`config.mk`:
```
export PLATFORM = sky130hd
export DESIGN_NAME = shifter_pipe
export DESIGN_NICKNAME = d
export VERILOG_FILES = /design/src/rtl/shifter_pipe.sv
export SDC_FILE = /design/constraint.sdc
export NUM_CORES = 1
export LEC_CHECK = 0
export BUFFER_PORTS_ARGS = -buffer_cell sky130_fd_sc_hd__buf_2
export CAP_MARGIN = 10
export CORE_MARGIN = 2
export CORE_UTILIZATION = 28
export CTS_CLUSTER_SIZE = 16
export DETAILED_ROUTE_END_ITERATION = 10
export SETUP_SLACK_MARGIN = 0.3
export SLEW_MARGIN = 10
export SYNTH_ARGS = -nofsm -noshare
export SYNTH_HDL_FRONTEND = slang
export SYNTH_SLANG_ARGS = --single-unit
export TNS_END_PERCENT = 1
```
`constraint.sdc`:
```
create_clock -name clk -period 2.8 [get_ports clk]
set_input_delay 0.7 -clock clk [delete_from_list [all_inputs] [get_ports clk]]
set_output_delay 0.7 -clock clk [all_outputs]
set_load 0.02 [all_outputs]
```
`src/rtl/shifter_pipe.sv`:
```
// shifter_pipe: pipelined barrel shifter / rotator with a valid/ready
// handshake, zero and carry flags, and a sideband tag carried per beat.
// REG_MID=1 splits the barrel levels across two register stages; REG_MID=0
// runs every level in front of a single output register.
module shifter_pipe #(
    parameter int WIDTH   = 16,
    parameter int REG_MID = 1,
    parameter int TAGW    = 4
) (
    input  logic                     clk,
    input  logic                     rst_n,
    input  logic                     in_valid,
    output logic                     in_ready,
    input  logic [WIDTH-1:0]         src,
    input  logic [$clog2(WIDTH)-1:0] shamt,
    input  logic [2:0]               op,
    input  logic [TAGW-1:0]          tag_in,
    output logic                     out_valid,
    input  logic                     out_ready,
    output logic [WIDTH-1:0]         out,
    output logic                     zr,
    output logic                     cy,
    output logic [TAGW-1:0]          tag_out
);

    localparam int SHW       = $clog2(WIDTH);
    localparam int LO_LEVELS = SHW / 2;

    // Opcodes 110 and 111 are not listed; they fall into the pass default.
    typedef enum logic [2:0] {
        OP_PASS = 3'b000,
        OP_SLL  = 3'b001,
        OP_SRL  = 3'b010,
        OP_SRA  = 3'b011,
        OP_ROL  = 3'b100,
        OP_ROR  = 3'b101
    } op_e;

    typedef struct packed {
        logic [WIDTH-1:0] val;
        logic             cy;
    } shres_t;

    // Applies each barrel level whose amount bit is set. The carry tracks the
    // bit leaving the word at the highest active level, which is the overall
    // last bit shifted or rotated out, so levels can be split across stages
    // by carrying the partial value and carry candidate forward.
    function automatic shres_t shift_levels(input logic [WIDTH-1:0] val_in,
                                            input logic             cy_in,
                                            input op_e              op_i,
                                            input logic [SHW-1:0]   amt);
        shres_t           r;
        logic [SHW-1:0]   a;
        logic [WIDTH-1:0] t;
        int               s;
        r.val = val_in;
        r.cy  = cy_in;
        a     = amt;
        for (int k = 0; k < SHW; k++) begin
            s = 1 << k;
            if (a[0]) begin
                case (op_i)
                    OP_SLL: begin
                        t     = r.val >> (WIDTH - s);
                        r.cy  = t[0];
                        r.val = r.val << s;
                    end
                    OP_SRL: begin
                        t     = r.val >> (s - 1);
                        r.cy  = t[0];
                        r.val = r.val >> s;
                    end
                    OP_SRA: begin
                        t     = r.val >> (s - 1);
                        r.cy  = t[0];
                        r.val = WIDTH'($signed(r.val) >>> s);
                    end
                    OP_ROL: begin
                        t     = r.val >> (WIDTH - s);
                        r.cy  = t[0];
                        r.val = (r.val << s) | (r.val >> (WIDTH - s));
                    end
                    OP_ROR: begin
                        t     = r.val >> (s - 1);
                        r.cy  = t[0];
                        r.val = (r.val >> s) | (r.val << (WIDTH - s));
                    end
                    default: begin
                    end
                endcase
            end
            a = a >> 1;
        end
        return r;
    endfunction

    // Beat presented to the output stage, from stage A or straight from the ports.
    logic             feed_valid;
    logic [WIDTH-1:0] feed_val;
    logic             feed_cy;
    op_e              feed_op;
    logic [SHW-1:0]   feed_amt;
    logic [TAGW-1:0]  feed_tag;

    logic             out_valid_q, out_valid_d;
    logic [WIDTH-1:0] out_q, out_d;
    logic             zr_q, zr_d;
    logic             cy_q, cy_d;
    logic [TAGW-1:0]  tag_q, tag_d;
    logic             b_adv;
    shres_t           b_res;

    assign b_adv = ~out_valid_q | out_ready;

    if (REG_MID != 0) begin : g_mid
        localparam int             HI_BITS = SHW - LO_LEVELS;
        localparam logic [SHW-1:0] LO_MASK = SHW'((1 << LO_LEVELS) - 1);

        logic               a_valid_q, a_valid_d;
        logic [WIDTH-1:0]   a_val_q, a_val_d;
        logic               a_cy_q, a_cy_d;
        op_e                a_op_q, a_op_d;
        logic [HI_BITS-1:0] a_amt_q, a_amt_d;
        logic [TAGW-1:0]    a_tag_q, a_tag_d;
        logic               a_adv;
        shres_t             a_res;

        // A full stage A can still take a beat when stage B drains it this cycle.
        assign a_adv    = ~a_valid_q | b_adv;
        assign in_ready = a_adv;

        // Stage A next state: lower barrel levels on the incoming beat.
        always_comb begin
            // NOTE: every comb output gets a hold value first so no path infers a latch.
            a_valid_d = a_valid_q;
            a_val_d   = a_val_q;
            a_cy_d    = a_cy_q;
            a_op_d    = a_op_q;
            a_amt_d   = a_amt_q;
            a_tag_d   = a_tag_q;
            a_res     = shift_levels(src, 1'b0, op_e'(op), shamt & LO_MASK);
            if (a_adv) begin
                a_valid_d = in_valid;
                if (in_valid) begin
                    a_val_d = a_res.val;
                    a_cy_d  = a_res.cy;
                    a_op_d  = op_e'(op);
                    a_amt_d = shamt[SHW-1:LO_LEVELS];
                    a_tag_d = tag_in;
                end
            end
        end

        // Stage A register; reset discards any beat in flight.
        always_ff @(posedge clk or negedge rst_n) begin
            if (!rst_n) begin
                a_valid_q <= 1'b0;
                a_val_q   <= '0;
                a_cy_q    <= 1'b0;
                a_op_q    <= OP_PASS;
                a_amt_q   <= '0;
                a_tag_q   <= '0;
            end else begin
                // NOTE: non-blocking so every flop samples pre-edge values.
                a_valid_q <= a_valid_d;
                a_val_q   <= a_val_d;
                a_cy_q    <= a_cy_d;
                a_op_q    <= a_op_d;
                a_amt_q   <= a_amt_d;
                a_tag_q   <= a_tag_d;
            end
        end

        assign feed_valid = a_valid_q;
        assign feed_val   = a_val_q;
        assign feed_cy    = a_cy_q;
        assign feed_op    = a_op_q;
        assign feed_amt   = {a_amt_q, {LO_LEVELS{1'b0}}};
        assign feed_tag   = a_tag_q;
    end else begin : g_direct
        assign in_ready   = b_adv;
        assign feed_valid = in_valid;
        assign feed_val   = src;
        assign feed_cy    = 1'b0;
        assign feed_op    = op_e'(op);
        assign feed_amt   = shamt;
        assign feed_tag   = tag_in;
    end

    // Stage B next state: remaining levels, flags, and hold under backpressure.
    always_comb begin
        out_valid_d = out_valid_q;
        out_d       = out_q;
        zr_d        = zr_q;
        cy_d        = cy_q;
        tag_d       = tag_q;
        b_res       = shift_levels(feed_val, feed_cy, feed_op, feed_amt);
        if (b_adv) begin
            out_valid_d = feed_valid;
            if (feed_valid) begin
                out_d = b_res.val;
                zr_d  = ~|b_res.val;
                cy_d  = b_res.cy;
                tag_d = feed_tag;
            end
        end
    end

    // Stage B (output) register.
    always_ff @(posedge clk or negedge rst_n) begin
        if (!rst_n) begin
            out_valid_q <= 1'b0;
            out_q       <= '0;
            zr_q        <= 1'b0;
            cy_q        <= 1'b0;
            tag_q       <= '0;
        end else begin
            out_valid_q <= out_valid_d;
            out_q       <= out_d;
            zr_q        <= zr_d;
            cy_q        <= cy_d;
            tag_q       <= tag_d;
        end
    end

    assign out_valid = out_valid_q;
    assign out       = out_q;
    assign zr        = zr_q;
    assign cy        = cy_q;
    assign tag_out   = tag_q;

endmodule

```
# Word-level counts from Yosys, hierarchy flattened

Cells that the tools add are included.

$add $sub $neg: 0
Multipliers: 0
Div/mod/pow operators: 0
Order comparisons: 0
Equality and inequality tests: 10
Shift operators: 0
Multiplexer cells: 8
Bitwise gates (word level): 11
Reduce and logical (&&, ||, !) cells: 4

Operators by type and width:

| operator           | number |
|---|---|
| $pmux 17 s5        | 4 |
| $mux 17            | 4 |
| $or 12x16->16      | 1 |
| $or 14x16->16      | 1 |
| $or 15x16->16      | 1 |
| $or 16x1->16       | 1 |
| $or 16x2->16       | 1 |
| $or 16x4->16       | 1 |
| $or 8x16->16       | 1 |
| $reduce_or 16->1   | 1 |
| $eq 3x2->1 const B | 4 |
| $eq 3x3->1 const B | 4 |
| $eq 3x1->1 const B | 2 |
| $reduce_and 2->1   | 2 |
| $not 1->1          | 2 |
| $or 1x1->1         | 2 |
| $logic_not 1->1    | 1 |

Bits in registers: 50
Latch bits: 0
Bits in writable memories: 0
Bits in read-only memories: 0
Input bits: 31
Output and inout bits: 24
Logic and storage cells: 44
Memories: 0

# Longest topological paths before layout

Gate-level depths: netlist of the first run.

Depth in word-level cells: 8
Depth in mapped cells: 10
Gate-level depth less buffers: 7

# Least setup slack after synthesis of the first run

No wires, ideal clock.

Kind: input to register
Start: in op[2]
End: reg g_mid.a_val_q[6] (netlist: feed_val[6])
Setup time: 135 ps
Data arrival time: 2,424 ps
Data required time: 2,665 ps
Setup slack: 240 ps
Cell stages on the path: 9
Path buffers: 3
Cells stage by stage: buf_2 -> or3_1 -> nand3_1 -> clkbuf_1 -> buf_2 -> o21ai_0 -> a221o_1 -> o21ai_0 -> o21ai_0

Word-level cells in the longest chain between the ends: 6
Elaborated cells on any way between the ends: 11
Those cells by class: eq/ne (5); mux (4); bitwise (2)

RTL lines:

| item                                          | RTL line | RTL |
|---|---|---|
| start: declaration                            | 16       | `input logic [2:0] op,` |
| $eq 3x3->1 (tied with other cells)            | -        |  |
| $pmux 17 s5                                   | 62       | `case (op_i)` |
| $mux 17                                       | 61       | `if (a[0]) begin` |
| $or 14x16->16 or $or 16x2->16 (tied branches) | 86, 81   |  |
| $pmux 17 s5                                   | 62       |  |
| $mux 17 *                                     | 61       |  |
| end signal: assignment                        | 166      | `a_val_q <= a_val_d;` |
| end: declaration                              | 120      | `logic [WIDTH-1:0] a_val_q, a_val_d;` |

Every way passes the cells marked *; elsewhere a longest branch is shown, timed or not.
A chain may end at the register's enable or synchronous reset.

# Worst setup path in the final report of the first run

Start: reg g_mid.a_op_q[2] (netlist: feed_op[2])
End: reg zr_q (netlist: zr)

Word-level cells in the longest chain between the ends: 8
Elaborated cells on any way between the ends: 12
Those cells by class: eq/ne (5); mux (4); bitwise (1); reduce/logical (2)

RTL lines:

| item                               | RTL line | RTL |
|---|---|---|
| start: declaration                 | 122      | `op_e a_op_q, a_op_d;` |
| start signal: assignment           | 168      | `a_op_q <= a_op_d;` |
| $eq 3x3->1 (tied with other cells) | -        |  |
| $pmux 17 s5                        | 62       |  |
| $mux 17                            | 61       |  |
| $or 8x16->16                       | 81, 86   |  |
| $pmux 17 s5                        | 62       |  |
| $mux 17 *                          | 61       |  |
| $reduce_or 16->1 *                 | 202      | `zr_d = ~\|b_res.val;` |
| $logic_not 1->1 *                  | 202      |  |
| end signal: assignment             | 220      | `zr_q <= zr_d;` |
| end: declaration                   | 107      | `logic zr_q, zr_d;` |

Marks and branches as above.

==> metrics.txt, run 1 <==
# TYPE chip_impl_metric gauge
chip_impl_metric{name="multi_input_comb_area",unit="sq mm"} 0.00242
chip_impl_info{name="path_class",value="flip-flop to flip-flop"} 1
chip_impl_metric{name="cts_num_sinks",unit=""} 50
chip_impl_metric{name="setup_ws",unit="ns"} 0.364
chip_impl_metric{name="largest_net_degree_at_the_start_of_global_routing",unit=""} 39
chip_impl_metric{name="cap_violations",unit=""} 0
chip_impl_metric{name="finalSetupTns",unit="ns"} 0
chip_impl_metric{name="grt_overflow_total",unit=""} 0
chip_impl_metric{name="detail_route.wl_per_cell",unit="microns"} 16.2
chip_impl_metric{name="post_cts_hold_buffer_count",unit=""} 0
chip_impl_info{name="tritoncts",value="yes"} 1
chip_impl_info{name="crit_path_start_kind",value="flip-flop"} 1
chip_impl_metric{name="worst-r2r-cell-count",unit=""} 7
chip_impl_info{name="cp-end-kind",value="flip-flop"} 1
chip_impl_metric{name="ir_drop",unit="uV"} 249
chip_impl_metric{name="reg_clk_slew_reported_paths",unit="ns"} 0.06
chip_impl_metric{name="dr.first_iter.drc_count",unit=""} 256
chip_impl_metric{name="wire_length_after_detailed_routing",unit="microns"} 11700
chip_impl_metric{name="cts_made_buffers",unit=""} 5
chip_impl_metric{name="dr.pass1.iters",unit=""} 5
chip_impl_metric{name="initial_core_utilization",unit="%"} 29.0
chip_impl_info{name="run_status",value="complete, no violations"} 1
chip_impl_metric{name="slew_violations",unit=""} 0
chip_impl_info{name="synth.top_cells.by_count",value="88 x nand2_1, 55 x o21ai_0, 50 x dfrtp_1, 31 x clkbuf_1, 31 x nor2_1"} 1
chip_impl_metric{name="antenna_cells",unit=""} 0
chip_impl_metric{name="timing.final.crit_period",unit="ns"} 2.44
chip_impl_metric{name="nets_final",unit=""} 579
chip_impl_metric{name="coreArea",unit="sq mm"} 0.0133
chip_impl_metric{name="fp.dieArea",unit="sq mm"} 0.0148
chip_impl_info{name="yosysMostFrequentCell",value="nand2_1"} 1
chip_impl_metric{name="synthesis.area",unit="sq mm"} 0.00387
chip_impl_info{name="netlist.top_cell.by_area",value="dfrtp_1"} 1
chip_impl_info{name="hold_class",value="primary input to asynchronous set/reset pin"} 1
chip_impl_metric{name="finish.instance_area",unit="sq mm"} 0.00464
chip_impl_metric{name="crit_required",unit="ns"} 3.03
chip_impl_metric{name="ys_types",unit=""} 55
chip_impl_metric{name="layout-drive-gt1-share",unit="%"} 22.2
chip_impl_metric{name="yosysWarnings",unit=""} 0
chip_impl_metric{name="asyncSetResetFlopFracSynth",unit="%"} 100
chip_impl_metric{name="clock_latency",unit="ns"} 0.30
chip_impl_metric{name="syn-instance-count",unit=""} 494
chip_impl_info{name="clockRootBuffer",value="clkbuf_16"} 1
chip_impl_metric{name="reg_area",unit="sq mm"} 0.00125
chip_impl_metric{name="ios",unit=""} 55
chip_impl_metric{name="synth_nets",unit=""} 525
chip_impl_metric{name="leakage",unit="nW"} 1.98
chip_impl_metric{name="fin_crit_sh",unit="%"} 87.0
chip_impl_metric{name="synth-seq-area-share",unit="%"} 32.4
chip_impl_metric{name="cp_data_arrival_time",unit="ns"} 2.66
chip_impl_metric{name="avgSynthCellArea",unit="sq um"} 7.83
chip_impl_metric{name="layout_stage_area_growth_over_the_synthesis_result",unit="%"} 20.0
chip_impl_info{name="synth_top_cells_by_area",value="dfrtp_1 32%, nand2_1 8.5%, o21ai_0 7.1%, mux2i_1 3.6%, a21oi_1 3.2%"} 1
chip_impl_metric{name="grt_first_pass_wirelength",unit="microns"} 19100
chip_impl_metric{name="fillCellCount",unit=""} 1439
chip_impl_metric{name="synthDominantCellAreaShare",unit="%"} 32.4
chip_impl_metric{name="routed_via_density",unit=""} 5.60
chip_impl_info{name="unrepaired_setup_endpoints_after_global_routing",value="true"} 1
chip_impl_metric{name="cellPowerDensity",unit="mW/mm^2"} 649
chip_impl_metric{name="fin_worst_skew",unit="ns"} 0.0100
chip_impl_metric{name="htree_depth",unit=""} 2
chip_impl_metric{name="numPortBuffers",unit=""} 54
chip_impl_metric{name="die_height",unit="microns"} 122
chip_impl_metric{name="gp_congestion",unit=""} 0.946
chip_impl_metric{name="via_count",unit=""} 4060
chip_impl_info{name="postSynth.topFlopCell",value="dfrtp_1"} 1
chip_impl_metric{name="placed_area",unit="sq mm"} 0.00444
chip_impl_metric{name="number_of_antenna_violations_at_the_first_check_in_global_routing",unit=""} 0
chip_impl_metric{name="fin_util",unit="%"} 34.8
chip_impl_metric{name="slew_at_the_pin_closest_to_its_max_slew_limit",unit="ns"} 0.626
chip_impl_metric{name="antenna_left",unit=""} 0
chip_impl_metric{name="pre_cts_slack",unit="ns"} 0.160
chip_impl_metric{name="synth-edff-count",unit=""} 0
chip_impl_metric{name="place.detailed.hpwl",unit="microns"} 8830
chip_impl_metric{name="number_of_global_route_vias_before_repair",unit=""} 3722
chip_impl_metric{name="timing.final.setup_violations",unit=""} 0
chip_impl_metric{name="drc_errors",unit=""} 0
chip_impl_metric{name="ys_seq_elements",unit=""} 50
chip_impl_metric{name="floorplan.die.width",unit="microns"} 122
chip_impl_metric{name="clockBufferDepth",unit=""} 2
chip_impl_metric{name="fp-row-count",unit=""} 42
chip_impl_metric{name="grt_util_all_layers",unit="%"} 15.9
chip_impl_metric{name="max-slew-margin-rel",unit="%"} 57.8
chip_impl_metric{name="finalHoldViolCount",unit=""} 0
chip_impl_metric{name="clock.fmax",unit="MHz"} 410
chip_impl_metric{name="timing.critical_path.fanout_max",unit=""} 15
[registers in the layout (all words and copies together) (netlist names)]
name,cells
out,16
cy,1
tag_out,4
g_mid.a_amt_q,2
feed_op,3
feed_valid,1
feed_cy,1
feed_tag,4
feed_val,16
out_valid,1
zr,1
[final cells by class]
cell class                 instances  area share, %
clock buffer                       7           3.07
clock inverter                     1          0.108
inverter                           6          0.485
multi-input combinational        393           52.1
sequential                        50           27.0
tap                              176           4.74
timing repair buffer              92           12.5
[per-layer routing]
layer  wire [microns]  track usage [%]  up-vias
met5                0                0        -
met4              238             5.60        0
met3              861             2.54       23
met2             5130             23.7      200
met1             5510             23.1     1887
li1                 -                -     1950
[power breakdown]
group | internal (W) | total (W) | switching (W)
Combinational | 0.000552 | 0.00134 | 0.000783
Sequential | 0.000885 | 0.00106 | 0.000179
Clock | 0.000355 | 0.000612 | 0.000257
[path summary, 6_finish.rpt]
path	from	to	slack, ns
min in group clk	out[5]	out[5]	0.47
min reg2reg	out[5]	out[5]	0.47
min	rst_n	tag_out[0]	0.35
max	feed_op[2]	zr	0.36
max reg2reg	feed_op[2]	zr	0.36
max in group asynchronous	rst_n	feed_op[1]	1.69
[cells in the final DEF (no fill, tap or decap), types with 8 or more instances in the layout]
| master | Yosys | layout |
|---|---|---|
| a221o_1 | 11 | 11 |
| a211oi_1 | 13 | 13 |
| nand2_1 | 88 | 88 |
| o31ai_1 | 9 | 9 |
| dfrtp_1 | 50 | 48 |
| o21ai_0 | 55 | 54 |
| nand2b_1 | 10 | 10 |
| o22ai_1 | 8 | 8 |
| o211ai_1 | 8 | 8 |
| nor2b_1 | 9 | 9 |
| buf_4 | 0 | 36 |
| mux2i_1 | 14 | 14 |
| a21oi_1 | 25 | 25 |
| a221oi_1 | 8 | 8 |
| buf_2 | 13 | 54 |
| nor2_1 | 31 | 30 |
| mux2_2 | 9 | 9 |
| a22oi_1 | 14 | 14 |
[repair_timing]
| item | in CTS | in global routing |
|---|---|---|
| buffers inserted | 2 | 3 |
| endpoints found under the setup margin | 1 | 3 |
| gates resized for setup | 2 | 4 |
| pin swaps | 1 | 0 |
[cells by family after synthesis]
| kind of cell | synth area share [%] |
|---|---|
| AOI/OAI and AO/OA | 33.4 |
| buffers and inverters | 5.56 |
| and+or+nand+nor | 21.8 |
| xor gates and xnor gates | 0.227 |
| muxes | 6.63 |
| DFF | 32.4 |
[worst max-delay path: stages (launching register included)]
cell	delay [ns]
dfrtp_2	0.50
or3_1	0.45
and3_4	0.26
mux2_4	0.32
a22oi_2	0.20
o2111ai_1	0.16
nor4b_2	0.29
a32o_1	0.19
[stage by stage]
step                power [W]  hold slack [ns]  std cells
global placement      0.00236            0.457        712
global route          0.00321            0.405        725
finish                0.00301            0.355        725
floorplan             0.00191            0.404        494
detailed placement    0.00237            0.465        712
CTS                   0.00300            0.372        722
(Power assumes the default switching activity.)
==> inputs of run 2 (changes only) <==
- CTS_BUF_LIST: unset -> sky130_fd_sc_hd__clkbuf_8
==> metrics.txt, run 2 (synthesis results as in run 1) <==
# TYPE chip_impl_metric gauge
chip_impl_metric{name="largest_net_degree_at_the_start_of_global_routing",unit=""} 39
chip_impl_metric{name="slew_at_the_pin_closest_to_its_max_slew_limit",unit="ns"} 0.644
chip_impl_metric{name="ir_drop",unit="uV"} 185
chip_impl_info{name="most_frequent_cells_in_the_layout",value="88 x nand2_1, 54 x o21ai_0, 54 x buf_2, 48 x dfrtp_1, 38 x buf_4"} 1
chip_impl_info{name="clockRootBuffer",value="clkbuf_8"} 1
chip_impl_metric{name="grt_overflow_total",unit=""} 0
chip_impl_metric{name="timing.final.setup_violations",unit=""} 0
chip_impl_metric{name="die_height",unit="microns"} 122
chip_impl_info{name="regToRegEndpoint",value="zr"} 1
chip_impl_metric{name="cts_made_buffers",unit=""} 5
chip_impl_metric{name="cts_num_sinks",unit=""} 50
chip_impl_metric{name="number_of_global_route_vias_before_repair",unit=""} 3716
chip_impl_metric{name="antenna_cells",unit=""} 0
chip_impl_metric{name="fin_worst_skew",unit="ns"} 0.00769
chip_impl_metric{name="grt_util_all_layers",unit="%"} 15.9
chip_impl_metric{name="cellPowerDensity",unit="mW/mm^2"} 617
chip_impl_metric{name="detail_route.wl_per_cell",unit="microns"} 16.1
chip_impl_info{name="cp-end-kind",value="flip-flop"} 1
chip_impl_info{name="critical_path.top_delay_family",value="simple AND/OR/NAND/NOR gates"} 1
chip_impl_info{name="layout_commonest_cell",value="nand2_1"} 1
chip_impl_metric{name="clockBufferDepth",unit=""} 2
chip_impl_metric{name="reg_clk_slew_reported_paths",unit="ns"} 0.09
chip_impl_metric{name="ios",unit=""} 55
chip_impl_metric{name="pre_cts_slack",unit="ns"} 0.160
chip_impl_info{name="path_class",value="flip-flop to flip-flop"} 1
chip_impl_metric{name="initial_core_utilization",unit="%"} 29.0
chip_impl_metric{name="layout_stage_area_growth_over_the_synthesis_result",unit="%"} 18.9
chip_impl_metric{name="gp_congestion",unit=""} 0.946
chip_impl_metric{name="numPortBuffers",unit=""} 54
chip_impl_metric{name="critical_path.max_stage_delay",unit="ns"} 0.50
chip_impl_metric{name="nets_final",unit=""} 581
chip_impl_metric{name="crit_buf_inv",unit=""} 0
chip_impl_metric{name="clock.fmax",unit="MHz"} 414
chip_impl_metric{name="grt_first_pass_wirelength",unit="microns"} 19200
chip_impl_metric{name="fin_crit_sh",unit="%"} 86.3
chip_impl_metric{name="worst-r2r-cell-count",unit=""} 7
chip_impl_metric{name="cp_data_arrival_time",unit="ns"} 2.66
chip_impl_metric{name="layout-drive-gt1-share",unit="%"} 22.3
chip_impl_metric{name="wire_length_after_detailed_routing",unit="microns"} 11700
chip_impl_metric{name="fin_util",unit="%"} 34.4
chip_impl_info{name="run_status",value="complete, no violations"} 1
chip_impl_metric{name="cap_violations",unit=""} 0
chip_impl_metric{name="floorplan.die.width",unit="microns"} 122
chip_impl_metric{name="finalSetupTns",unit="ns"} 0
chip_impl_metric{name="coreArea",unit="sq mm"} 0.0133
chip_impl_metric{name="dr.pass1.iters",unit=""} 8
chip_impl_metric{name="finalHoldViolCount",unit=""} 0
chip_impl_info{name="unrepaired_setup_endpoints_after_global_routing",value="false"} 1
chip_impl_metric{name="fp-row-count",unit=""} 42
chip_impl_info{name="crit_path_start_kind",value="flip-flop"} 1
chip_impl_metric{name="htree_depth",unit=""} 2
chip_impl_metric{name="routed_via_density",unit=""} 5.55
chip_impl_metric{name="clock_latency",unit="ns"} 0.31
chip_impl_metric{name="max-slew-margin-rel",unit="%"} 56.6
chip_impl_info{name="crit_path_cell_trace",value="or3_1 -> and3_4 -> mux2_4 -> a22oi_2 -> o2111ai_1 -> nor4b_2 -> a32o_1"} 1
chip_impl_info{name="crit_path_top_delay_cell",value="dfrtp_2"} 1
chip_impl_metric{name="via_count",unit=""} 4036
chip_impl_metric{name="slew_violations",unit=""} 0
chip_impl_metric{name="worst-r2r-setup-slack",unit="ns"} 0.38
chip_impl_metric{name="timing.critical_path.fanout_max",unit=""} 15
chip_impl_metric{name="crit_required",unit="ns"} 3.05
chip_impl_metric{name="place.detailed.hpwl",unit="microns"} 8830
chip_impl_metric{name="drc_errors",unit=""} 0
chip_impl_metric{name="setup_ws",unit="ns"} 0.383
chip_impl_info{name="timing.rr.start",value="feed_op[2]"} 1
chip_impl_metric{name="antenna_left",unit=""} 0
chip_impl_metric{name="total_power",unit="W"} 0.00284
chip_impl_metric{name="dr.first_iter.drc_count",unit=""} 321
chip_impl_info{name="tritoncts",value="yes"} 1
chip_impl_metric{name="post_cts_hold_buffer_count",unit=""} 0
chip_impl_info{name="hold_class",value="primary input to asynchronous set/reset pin"} 1
chip_impl_metric{name="fp.dieArea",unit="sq mm"} 0.0148
chip_impl_metric{name="leakage",unit="nW"} 1.96
chip_impl_metric{name="number_of_antenna_violations_at_the_first_check_in_global_routing",unit=""} 0
chip_impl_metric{name="timing.final.crit_period",unit="ns"} 2.42
-- run 2: changes by cell type in the layout (fill, tap and decap cells not counted), sizes merged --
cell and change:
inv +1, buf +2, clkbuf -1
-- run 2: per-layer routing --
layer / track usage (%) / vias up / wire length [microns]
met3: 2.35 / 22 / 736
met4: 5.75 / 0 / 279
li1: - / 1953 / -
met2: 23.4 / 181 / 5120
met1: 23.4 / 1880 / 5610
met5: 0 / - / 0
-- run 2: worst max path at each step --
stage	from	cells past startpoint	end	slack (ns)
after floorplan	op[0]	10	feed_val[1]	0.30
after global placement	op[2]	8	feed_val[14]	0.16
after detailed placement	op[0]	8	feed_val[14]	0.16
after CTS	feed_op[1]	7	zr	0.36
after global routing	op[2]	9	feed_val[9]	0.32
final	feed_op[2]	7	zr	0.38
-- run 2: what timing repair did --
| action | CTS | global route |
|---|---|---|
| endpoints found under the setup margin | 1 | 1 |
| setup buffers | 2 | 5 |
| pin swaps | 1 | 0 |
| gates resized for setup | 3 | 2 |
-- run 2: area by class of cell --
class / instances / area, sq um
Timing Repair Buffer: 94 / 596
Tap cell: 176 / 220
Sequential cell: 50 / 1250
Multi-Input combinational cell: 393 / 2410
Clock inverter: 2 / 8.76
Inverter: 6 / 22.5
Fill cell: 1445 / 8750
Clock buffer: 6 / 82.6
-- run 2: per-stage QoR --
stage          cell area (sq um)  hold slack [ns]  cells
4_1_cts                     4550            0.344    722
6_report                    4600            0.337    727
2_1_floorplan               3870            0.404    494
3_3_place_gp                4440            0.457    712
5_1_grt                     4600            0.374    727
3_5_place_dp                4440            0.465    712
-- run 2: worst reg2reg max path: cells and delay by family, from the launching register on --
family / cells / cell delay (ns)
simple gates: 3 / 0.99
compound gates: 3 / 0.54
flops: 1 / 0.50
mux: 1 / 0.33
-- run 2: power by group --
part	switching, W	internal (W)
Clock	0.000239	0.000196
Sequential	0.000176	0.000884
Combinational	0.000786	0.000557
Total	0.00120	0.00164
